$ cat src/rtl/pipe_ctrl_pkg.sv
// Shared constants for the pipeline sequencer: hold-level encodings, FSM states and boot vector.
package pipe_ctrl_pkg;

    localparam logic [1:0] HOLD_NONE = 2'b00;
    localparam logic [1:0] HOLD_PC   = 2'b01;
    localparam logic [1:0] HOLD_IF   = 2'b10;
    localparam logic [1:0] HOLD_ID   = 2'b11;

    localparam logic [31:0] RESET_ADDR_DEFAULT = 32'h0000_0000;

    typedef enum logic [1:0] {
        ST_BOOT = 2'd0,
        ST_RUN  = 2'd1,
        ST_PEND = 2'd2
    } state_e;

endpackage

$ cat src/rtl/pipe_ctrl_pend.sv
// One-entry pending-redirect slot: an interrupt target always overwrites, a jump target
// only fills an empty slot, and a clear (redirect issued) beats any set.
module pipe_ctrl_pend #(
    parameter int ADDR_W = 32
) (
    input  logic              clk,
    input  logic              rst,
    input  logic              set_int_i,
    input  logic [ADDR_W-1:0] int_addr_i,
    input  logic              set_jump_i,
    input  logic [ADDR_W-1:0] jump_addr_i,
    input  logic              clr_i,
    output logic [ADDR_W-1:0] issue_addr_o
);

    logic              valid_q, valid_d;
    logic [ADDR_W-1:0] addr_q,  addr_d;

    always_comb begin
        valid_d = valid_q;
        addr_d  = addr_q;
        if (clr_i) begin
            valid_d = 1'b0;
        end else if (set_int_i) begin
            valid_d = 1'b1;
            addr_d  = int_addr_i;
        end else if (set_jump_i && !valid_q) begin
            valid_d = 1'b1;
            addr_d  = jump_addr_i;
        end
    end

    // An interrupt arriving in the issue cycle still wins over the stored target.
    assign issue_addr_o = set_int_i ? int_addr_i : addr_q;

    always_ff @(posedge clk) begin
        if (rst) begin
            valid_q <= 1'b0;
            addr_q  <= '0;
        end else begin
            valid_q <= valid_d;
            addr_q  <= addr_d;
        end
    end

endmodule

$ cat src/rtl/pipe_ctrl.sv
// Central pipeline sequencer: prioritises redirect/stall requests into PC and flush controls.
// Optional macro PIPE_CTRL_PERF_CNT_EN adds stall and redirect performance counters.
module pipe_ctrl
    import pipe_ctrl_pkg::*;
#(
    parameter int                ADDR_W     = 32,
    parameter logic [ADDR_W-1:0] RESET_ADDR = ADDR_W'(RESET_ADDR_DEFAULT)
) (
    input  logic              clk,
    input  logic              rst,
    input  logic              jump_flag_ex_i,
    input  logic [ADDR_W-1:0] jump_addr_ex_i,
    input  logic              hold_ex_i,
    input  logic              hold_bus_i,
    input  logic              int_assert_i,
    input  logic [ADDR_W-1:0] int_addr_i,
    output logic              int_ack_o,
    output logic [1:0]        hold_flag_o,
    output logic              jump_flag_o,
    output logic [ADDR_W-1:0] jump_addr_o,
`ifdef PIPE_CTRL_PERF_CNT_EN
    output logic [31:0]       stall_cnt_o,
    output logic [31:0]       redirect_cnt_o,
`endif
    output logic              flush_o
);

    state_e            state_q, state_d;
    logic [1:0]        hold_flag_q, hold_flag_d;
    logic              jump_flag_q, jump_flag_d;
    logic [ADDR_W-1:0] jump_addr_q, jump_addr_d;
    logic              flush_q, flush_d;
    logic              int_ack_q, int_ack_d;

    logic              pend_set_int, pend_set_jump, pend_clr;
    logic [ADDR_W-1:0] pend_issue_addr;

    pipe_ctrl_pend #(
        .ADDR_W (ADDR_W)
    ) u_pend (
        .clk          (clk),
        .rst          (rst),
        .set_int_i    (pend_set_int),
        .int_addr_i   (int_addr_i),
        .set_jump_i   (pend_set_jump),
        .jump_addr_i  (jump_addr_ex_i),
        .clr_i        (pend_clr),
        .issue_addr_o (pend_issue_addr)
    );

    always_comb begin
        state_d       = state_q;
        hold_flag_d   = HOLD_NONE;
        jump_flag_d   = 1'b0;
        jump_addr_d   = '0;
        flush_d       = 1'b0;
        int_ack_d     = 1'b0;
        pend_set_int  = 1'b0;
        pend_set_jump = 1'b0;
        pend_clr      = 1'b0;
        case (state_q)
            ST_BOOT: begin
                jump_flag_d = 1'b1;
                jump_addr_d = RESET_ADDR;
                flush_d     = 1'b1;
                state_d     = ST_RUN;
            end
            ST_RUN: begin
                // A redirect that meets a bus stall is parked rather than dropped.
                if ((int_assert_i || jump_flag_ex_i) && hold_bus_i) begin
                    pend_set_int  = int_assert_i;
                    pend_set_jump = jump_flag_ex_i;
                    int_ack_d     = int_assert_i;
                    hold_flag_d   = HOLD_ID;
                    state_d       = ST_PEND;
                end else if (int_assert_i) begin
                    jump_flag_d = 1'b1;
                    jump_addr_d = int_addr_i;
                    flush_d     = 1'b1;
                    int_ack_d   = 1'b1;
                end else if (jump_flag_ex_i) begin
                    jump_flag_d = 1'b1;
                    jump_addr_d = jump_addr_ex_i;
                    flush_d     = 1'b1;
                end else if (hold_bus_i) begin
                    hold_flag_d = HOLD_ID;
                end else if (hold_ex_i) begin
                    hold_flag_d = HOLD_IF;
                end
            end
            ST_PEND: begin
                pend_set_int = int_assert_i;
                int_ack_d    = int_assert_i;
                if (hold_bus_i) begin
                    hold_flag_d = HOLD_ID;
                end else begin
                    jump_flag_d = 1'b1;
                    jump_addr_d = pend_issue_addr;
                    flush_d     = 1'b1;
                    pend_clr    = 1'b1;
                    state_d     = ST_RUN;
                end
            end
            default: begin
                state_d = ST_BOOT;
            end
        endcase
    end

    always_ff @(posedge clk) begin
        if (rst) begin
            state_q     <= ST_BOOT;
            hold_flag_q <= HOLD_ID;
            jump_flag_q <= 1'b0;
            jump_addr_q <= '0;
            flush_q     <= 1'b1;
            int_ack_q   <= 1'b0;
        end else begin
            state_q     <= state_d;
            hold_flag_q <= hold_flag_d;
            jump_flag_q <= jump_flag_d;
            jump_addr_q <= jump_addr_d;
            flush_q     <= flush_d;
            int_ack_q   <= int_ack_d;
        end
    end

    assign hold_flag_o = hold_flag_q;
    assign jump_flag_o = jump_flag_q;
    assign jump_addr_o = jump_addr_q;
    assign flush_o     = flush_q;
    assign int_ack_o   = int_ack_q;

`ifdef PIPE_CTRL_PERF_CNT_EN
    logic [31:0] stall_cnt_q, stall_cnt_d;
    logic [31:0] redirect_cnt_q, redirect_cnt_d;

    // Counters advance together with the output register they observe.
    always_comb begin
        stall_cnt_d    = stall_cnt_q + {31'd0, (hold_flag_d != HOLD_NONE)};
        redirect_cnt_d = redirect_cnt_q + {31'd0, jump_flag_d};
    end

    always_ff @(posedge clk) begin
        if (rst) begin
            stall_cnt_q    <= '0;
            redirect_cnt_q <= '0;
        end else begin
            stall_cnt_q    <= stall_cnt_d;
            redirect_cnt_q <= redirect_cnt_d;
        end
    end

    assign stall_cnt_o    = stall_cnt_q;
    assign redirect_cnt_o = redirect_cnt_q;
`endif

endmodule

$ cat config.mk
export PLATFORM = sky130hd
export DESIGN_NAME = pipe_ctrl
export DESIGN_NICKNAME = d
export VERILOG_FILES = /design/src/rtl/pipe_ctrl_pkg.sv /design/src/rtl/pipe_ctrl_pend.sv /design/src/rtl/pipe_ctrl.sv
export SDC_FILE = /design/constraint.sdc
export NUM_CORES = 1
export LEC_CHECK = 0
export CORE_ASPECT_RATIO = 0.6
export CORE_MARGIN = 4
export CORE_UTILIZATION = 52
export DETAILED_ROUTE_END_ITERATION = 8
export GPL_ROUTABILITY_DRIVEN = 0
export PLACE_DENSITY_LB_ADDON = 0.2
export SYNTH_ARGS = -nofsm -noshare
export SYNTH_HDL_FRONTEND = slang
export SYNTH_HIERARCHICAL = 1
export SYNTH_SLANG_ARGS = --single-unit
$ cat constraint.sdc
create_clock -name clk -period 4.7 [get_ports clk]
set_clock_uncertainty 0.1 [all_clocks]
set_input_delay 0.47 -clock clk [delete_from_list [all_inputs] [get_ports clk]]
set_output_delay 0.47 -clock clk [all_outputs]
set_load 0.01 [all_outputs]
==> results of run 1 <==
-- registers in the layout, summed over array words and instances, names as in the netlist --
name,count
jump_addr_o,32
u_pend/addr_q,32
hold_flag_o,2
state_q,2
flush_o,1
int_ack_o,1
jump_flag_o,1
u_pend/valid_q,1
-- worst paths after layout --
| kind | from | to | slack (ps) |
|---|---|---|---|
| worst max-delay path | state_q[1] | jump_addr_o[15] | 1840 |
| worst min-delay path | u_pend/valid_q | u_pend/valid_q | 440 |
| worst max register to register | state_q[1] | jump_addr_o[15] | 1840 |
| worst min register to register | u_pend/valid_q | u_pend/valid_q | 440 |
-- metrics by stage --
step / instance area (um2) / worst slack [ps] / hold WS [ps] / total power, mW / cells
6_report: 5114 / 1837 / 442.6 / 1.931 / 561
5_1_grt: 5114 / 1593 / 471.0 / 2.020 / 561
4_1_cts: 5114 / 1867 / 440.0 / 1.943 / 561
3_5_place_dp: 4858 / 1602 / 436.0 / 1.332 / 547
3_3_place_gp: 4858 / 1689 / 412.9 / 1.316 / 547
2_1_floorplan: 3872 / 2140 / 396.3 / 1.160 / 368
-- routing by layer --
layer | part of all wire | vias to the layer above
li1 | - | 1509
met1 | 0.47 | 1477
met2 | 0.45 | 108
met3 | 0.072 | 7
met4 | 0.0080 | 0
met5 | 0 | -
-- tightest hold or removal path, cell delays in order (launching register included) --
cell and delay (ps):
dfxtp_1 330, nor3_1 60, nor3_1 110
-- area by class of cell --
| type | instances | area (um2) | share of cell area |
|---|---|---|---|
| Sequential cell | 72 | 1441 | 0.2819 |
| Clock buffer | 13 | 250.2 | 0.04894 |
| Multi-Input combinational cell | 258 | 2193 | 0.4289 |
| Clock inverter | 1 | 5.005 | 0.0009787 |
| Timing Repair Buffer | 109 | 1079 | 0.2109 |
| Inverter | 4 | 15.01 | 0.002936 |
| Tap cell | 104 | 130.1 | 0.02545 |
-- cells in the final DEF, fill, tap and decap left out, drive strengths merged, types with 7 or more instances in the layout --
cell type,n
and2b,7
clkbuf,13
o2bb2ai,32
nor2,34
nor2b,27
dfxtp,72
clkdlybuf4s50,105
mux2,65
a22oi,32
mux2i,32
-- cells by family after synthesis --
group,share of synthesized area
AOI/OAI and AO/OA,0.1606
adders and majority gates,0.01292
buffers and inverters,0.06526
DFF,0.3722
muxes,0.2717
and+or+nand+nor,0.1173
-- power by group --
group          leakage (nW)  switching, mW  internal [mW]
Combinational          1.20          0.304          0.311
Clock                 0.126          0.237          0.365
Sequential            0.584         0.0307          0.683
Total                  1.91          0.572           1.36
==> metrics.md, run 1 <==
| Metric | Value |
|---|---|
| R2R depth | `8` |
| Max Transition Viols Final | `0` |
| GR Layer Usage met3 | `0.07057` |
| Status | `finished clean` |
| Synth Warn # | `6` |
| Worst path cell trace | `inv_1 -> ha_1 -> a21oi_1 -> nor2_4 -> buf_4 -> mux2_2 -> a22oi_1 -> o2bb2ai_2` |
| Setup violations, final | `0` |
| Fin crit share | `0.6092` |
| Distinct cell type count after synthesis | `40` |
| First-pass GRT wire length | `14960 um` |
| Hold Fails Final Rpt | `0` |
| Slowest stage cell, crit path | `buf_4` |
| Area share of the leading cell type in the synthesized netlist | `0.3722` |
| CTS tree | `done` |
| Worst path top cell family by delay | `buffers and inverters` |
| Drt initial violations | `between 200 and 250` |
| Syn nets | `442` |
| Worst Setup End Kind | `flop` |
| Share of cells above drive strength 1 | `0.1904` |
| Layer with the highest usage | `met2` |
| Syn_area_per_cell | `10.52 um2` |
| Crit path buf inv count | `2` |
| Die X | `119.4 um` |
| Hold WC Path Type | `flop to flop` |
| Worst EP arrival | `around 3000 ps` |
| Core ar. | `7237 um2` |
| Remaining Overflow, GRT | `0` |
| Startpoint types | `flop` |
| Cts repair resizes | `0` |
| Routed len/inst | `16.63 um` |
| Fraction of registers with async set/reset | `0` |
| DR pass1 iterations | `5` |
| Hold-fix buffers, CTS | `0` |
| # rows | `24` |
| Initial antenna violation count | `0` |
| Max VDD drop | `0.2482 mV` |
| H-tree depth | `3` |
| Top cells by area, synth | `dfxtp_1, mux2_2, mux2i_1` |
| Largest net degree at the start of global routing | `70` |
| Post-synth EDFFs | `0` |
| Setup CP Type | `flop to flop` |
| Worst Hold Depth | `2` |
| Tmin final | `2863 ps` |
| Setup bufs post-CTS | `0` |
| Setup TNS | `0 ps` |
| Vias/cell | `5.528` |
| Synth cell count leaders | `dfxtp_1, mux2_2, nor2_1, a22oi_1, mux2i_1` |
| Max-cap violations | `0` |
| P_leak | `1.910 nW` |
| Fillcell total | `between 500 and 600` |
| Starting Density | `0.5351` |
| Clk_lat worst skew | `330 ps` |
| Required time of the critical path | `4810 ps` |
| Slew of the pin with the lowest slew margin | `approximately 1400 ps` |
| Vias in the first global route | `3019` |
| Clk Tree Root Cell | `clkbuf_16` |
| Unrepaired setup endpoints after global routing | `no` |
| Utilization after layout | `0.7066` |
| Antenna Nets Post-Route | `0` |
| Post-synthesis register bit count | `72` |
| # diodes | `0` |
| Nets@finish | `roughly 530` |
| Port bufs | `106` |
| Mapped Cells | `368` |
| Wirelength, routed | `approximately 9300 um` |
| WP depth | `8` |
| Crit-path max cell delay | `720 ps` |
| Die ar. | `8937 um2` |
| Register area share after synthesis | `0.3722` |
| Clk sinks | `72` |
| Biggest area consumer among synthesized cells | `dfxtp_1` |
| Synthesized area | `3872 um2` |
| Vias | `3101` |
| Worst-path clk slew | `roughly 50 ps` |
| Area Overhead vs Synth | `32.05%` |
| Primary FF master, synth | `dfxtp_1` |
| DRC Markers | `0` |
| Inserted Clock Buffers | `9` |
| GR Util All Layers | `0.2113` |
| Cell Pwr Density | `377.7 nW/um2` |
| Most instantiated library cell after synthesis | `dfxtp_1` |
| Met1 Use GR | `0.2701` |
| Num ports | `~110` |
| Die Span Y | `74.85 um` |
| Clock buffer depth | `2` |
| Grt met2 use | `0.3421` |
| Post-DP HPWL | `5828 um` |
| Max Fclk | `~350 MHz` |
| Worst slew margin | `0.05947` |
| Crit-path max FO | `between 60 and 70` |
Note: power is estimated with default switching activity, not from simulation.
==> run 2: changes to the inputs <==
--- a/config.mk
+++ b/config.mk
@@ -7,7 +7,7 @@
 export LEC_CHECK = 0
 export CORE_ASPECT_RATIO = 0.6
 export CORE_MARGIN = 4
-export CORE_UTILIZATION = 52
+export CORE_UTILIZATION = 48
 export DETAILED_ROUTE_END_ITERATION = 8
 export GPL_ROUTABILITY_DRIVEN = 0
 export PLACE_DENSITY_LB_ADDON = 0.2
==> constraint.sdc (replaced) <==
create_clock -name clk -period 2.9 [get_ports clk]
set_clock_uncertainty 0.1 [all_clocks]
set_input_delay 0.29 -clock clk [delete_from_list [all_inputs] [get_ports clk]]
set_output_delay 0.29 -clock clk [all_outputs]
set_load 0.01 [all_outputs]
==> run 2 against run 1 <==
Count of clock-buffer cells in the layout unchanged. Global-route usage decreased by 1.8 points. Cell count increased by 1.8%. Combinational power increased by 67%. Routed wire length about the same. Hold slack got worse by 5.4 ps. Largest cell class unchanged.
==> metrics.md, run 2 (synthesis results as in run 1) <==
| Metric | Value |
|---|---|
| Cell Pwr Density | `609.3 nW/um2 (+61%)` |
| Worst Hold Depth | `2 (unchanged)` |
| Fin crit share | `0.8377 (+0.2284)` |
| Required time of the critical path | `3000 ps (-1810 ps)` |
| Setup CP Type | `flop to flop` |
| Clk Tree Root Cell | `clkbuf_16` |
| Hold path start | `u_pend/valid_q` |
| Starting Density | `0.4932 (-0.04187)` |
| Post-DP HPWL | `6082 um (+4.4%)` |
| Setup violations, final | `0 (unchanged)` |
| Worst EP arrival | `2530 ps (-450 ps)` |
| Max Fclk | `411.6 MHz (+18%)` |
| Vias in the first global route | `3047 (+0.93%)` |
| # rows | `25 (+4.2%)` |
| Core ar. | `7851 um2 (+8.5%)` |
| Post-place setup slack | `350.0 ps (-1252 ps)` |
| Num ports | `107 (unchanged)` |
| WHS | `437.2 ps (-5.403 ps)` |
| Setup bufs post-CTS | `0 (unchanged)` |
| Unrepaired setup endpoints after global routing | `no` |
| Tmin final | `2429 ps (-434.1 ps)` |
| Worst Setup End Kind | `flop` |
| Slew of the pin with the lowest slew margin | `664.1 ps (-746.7 ps)` |
| Vias/cell | `5.462 (-1.2%)` |
| Crit path from | `state_q[0]` |
| DR pass1 iterations | `4 (-1)` |
| Hold-fix buffers, CTS | `0 (unchanged)` |
| Status | `finished clean` |
| Share of cells above drive strength 1 | `0.2009 (+0.01049)` |
| Routed len/inst | `16.34 um (-1.7%)` |
| Commonest cells after routing, fill and taps aside | `clkdlybuf4s50_1, dfxtp_1, mux2_2` |
| P_leak | `1.947 nW (+1.9%)` |
| Drt initial violations | `165 (-30%)` |
| Clk_lat worst skew | `330 ps (about the same)` |
| Slack of the worst reg-to-reg path | `470 ps (-1370 ps)` |
| Max Transition Viols Final | `0 (unchanged)` |
| Startpoint types | `flop` |
| Wirelength, routed | `9332 um (about the same)` |
| Largest net degree at the start of global routing | `69 (-1.4%)` |
| # diodes | `0 (unchanged)` |
| Area Overhead vs Synth | `33.67%` |
| Initial antenna violation count | `0 (unchanged)` |
| Die ar. | `9616 um2 (+7.6%)` |
| Capture point of the worst reg-to-reg path | `jump_addr_o[25]` |
| Max VDD drop | `0.3783 mV (+52%)` |
| Remaining Overflow, GRT | `0 (unchanged)` |
| H-tree depth | `3 (unchanged)` |
| Max-cap violations | `0 (unchanged)` |
| Fillcell total | `618 (+13%)` |
| Hold WC Path Type | `flop to flop` |
| Commonest non-fill, non-tap cell in the layout | `clkdlybuf4s50_1` |
| Setup TNS | `0 ps (unchanged)` |
| CTS tree | `done` |
| Die Span Y | `77.58 um (+3.6%)` |
| Worst slew margin | `0.5573 (+0.4978)` |
| Beginning of the worst register-to-register path | `state_q[0]` |
| DRC Markers | `0 (unchanged)` |
| Worst-path clk slew | `50 ps (about the same)` |
| Crit-path max FO | `28 (-57%)` |
| First-pass GRT wire length | `14850 um (-0.74%)` |
| GR Util All Layers | `0.1934 (-0.01790)` |
| Port bufs | `106 (unchanged)` |
| Clk sinks | `72 (unchanged)` |
| R2R depth | `8 (unchanged)` |
| Antenna Nets Post-Route | `0 (unchanged)` |
| Inserted Clock Buffers | `9 (unchanged)` |
| Nets@finish | `534 (+1.1%)` |
| Die X | `124.0 um (+3.8%)` |
| Clock buffer depth | `2 (unchanged)` |
| Hold Fails Final Rpt | `0 (unchanged)` |
| WHS Endpoint | `u_pend/valid_q` |
| Setup ws final | `470.7 ps (-1366 ps)` |
| Vias | `3119 (+0.58%)` |
| Utilization after layout | `0.6593 (-0.04732)` |
| Cts repair resizes | `0 (unchanged)` |
## run 2: cell type report
type	count	area, um2	share of cell area
sequential	72	1441	0.2785
inverter	4	15.01	0.002901
clock inverter	1	5.005	0.0009669
multi-input combinational	258	2193	0.4237
clock buffer	13	250.2	0.04834
tap	108	135.1	0.02611
timing repair buffer	115	1136	0.2195
## run 2: metal layers
metal	global-route usage	vias up	routed length, um
li1	-	1527	-
met5	0	-	0
met1	0.2601	1488	4404
met4	0.06776	0	131
met3	0.06336	14	614
met2	0.2900	90	4182
## run 2: worst max-delay path by stage
stage	endpoint	cells after the start
2_1_floorplan	jump_addr_o[15]	12
3_3_place_gp	jump_addr_o[30]	7
3_5_place_dp	jump_addr_o[25]	7
4_1_cts	jump_addr_o[25]	8
5_1_grt	jump_addr_o[30]	8
6_report	jump_addr_o[25]	8
## run 2: critical path, cell delays in order (launching register included)
cell,delay [ps]
dfxtp_1,370
inv_1,80
ha_1,370
nand2_1,110
nor2_4,180
buf_4,390
mux2_2,390
a22oi_1,210
o2bb2ai_1,90
## run 2: through the flow
stage	instances	power, mW	cell area (um2)
final	571	3.154	5176
after floorplan	368	1.881	3872
after global placement	557	2.175	4921
after CTS	571	3.176	5176
after detailed placement	557	2.195	4921
after global routing	571	3.316	5176
## run 2: where the power goes
group | switching (mW) | internal [mW] | total [mW]
clock network | 0.381 | 0.592 | 0.973
registers | 0.0479 | 1.11 | 1.16
logic | 0.500 | 0.526 | 1.03
total | 0.929 | 2.23 | 3.15
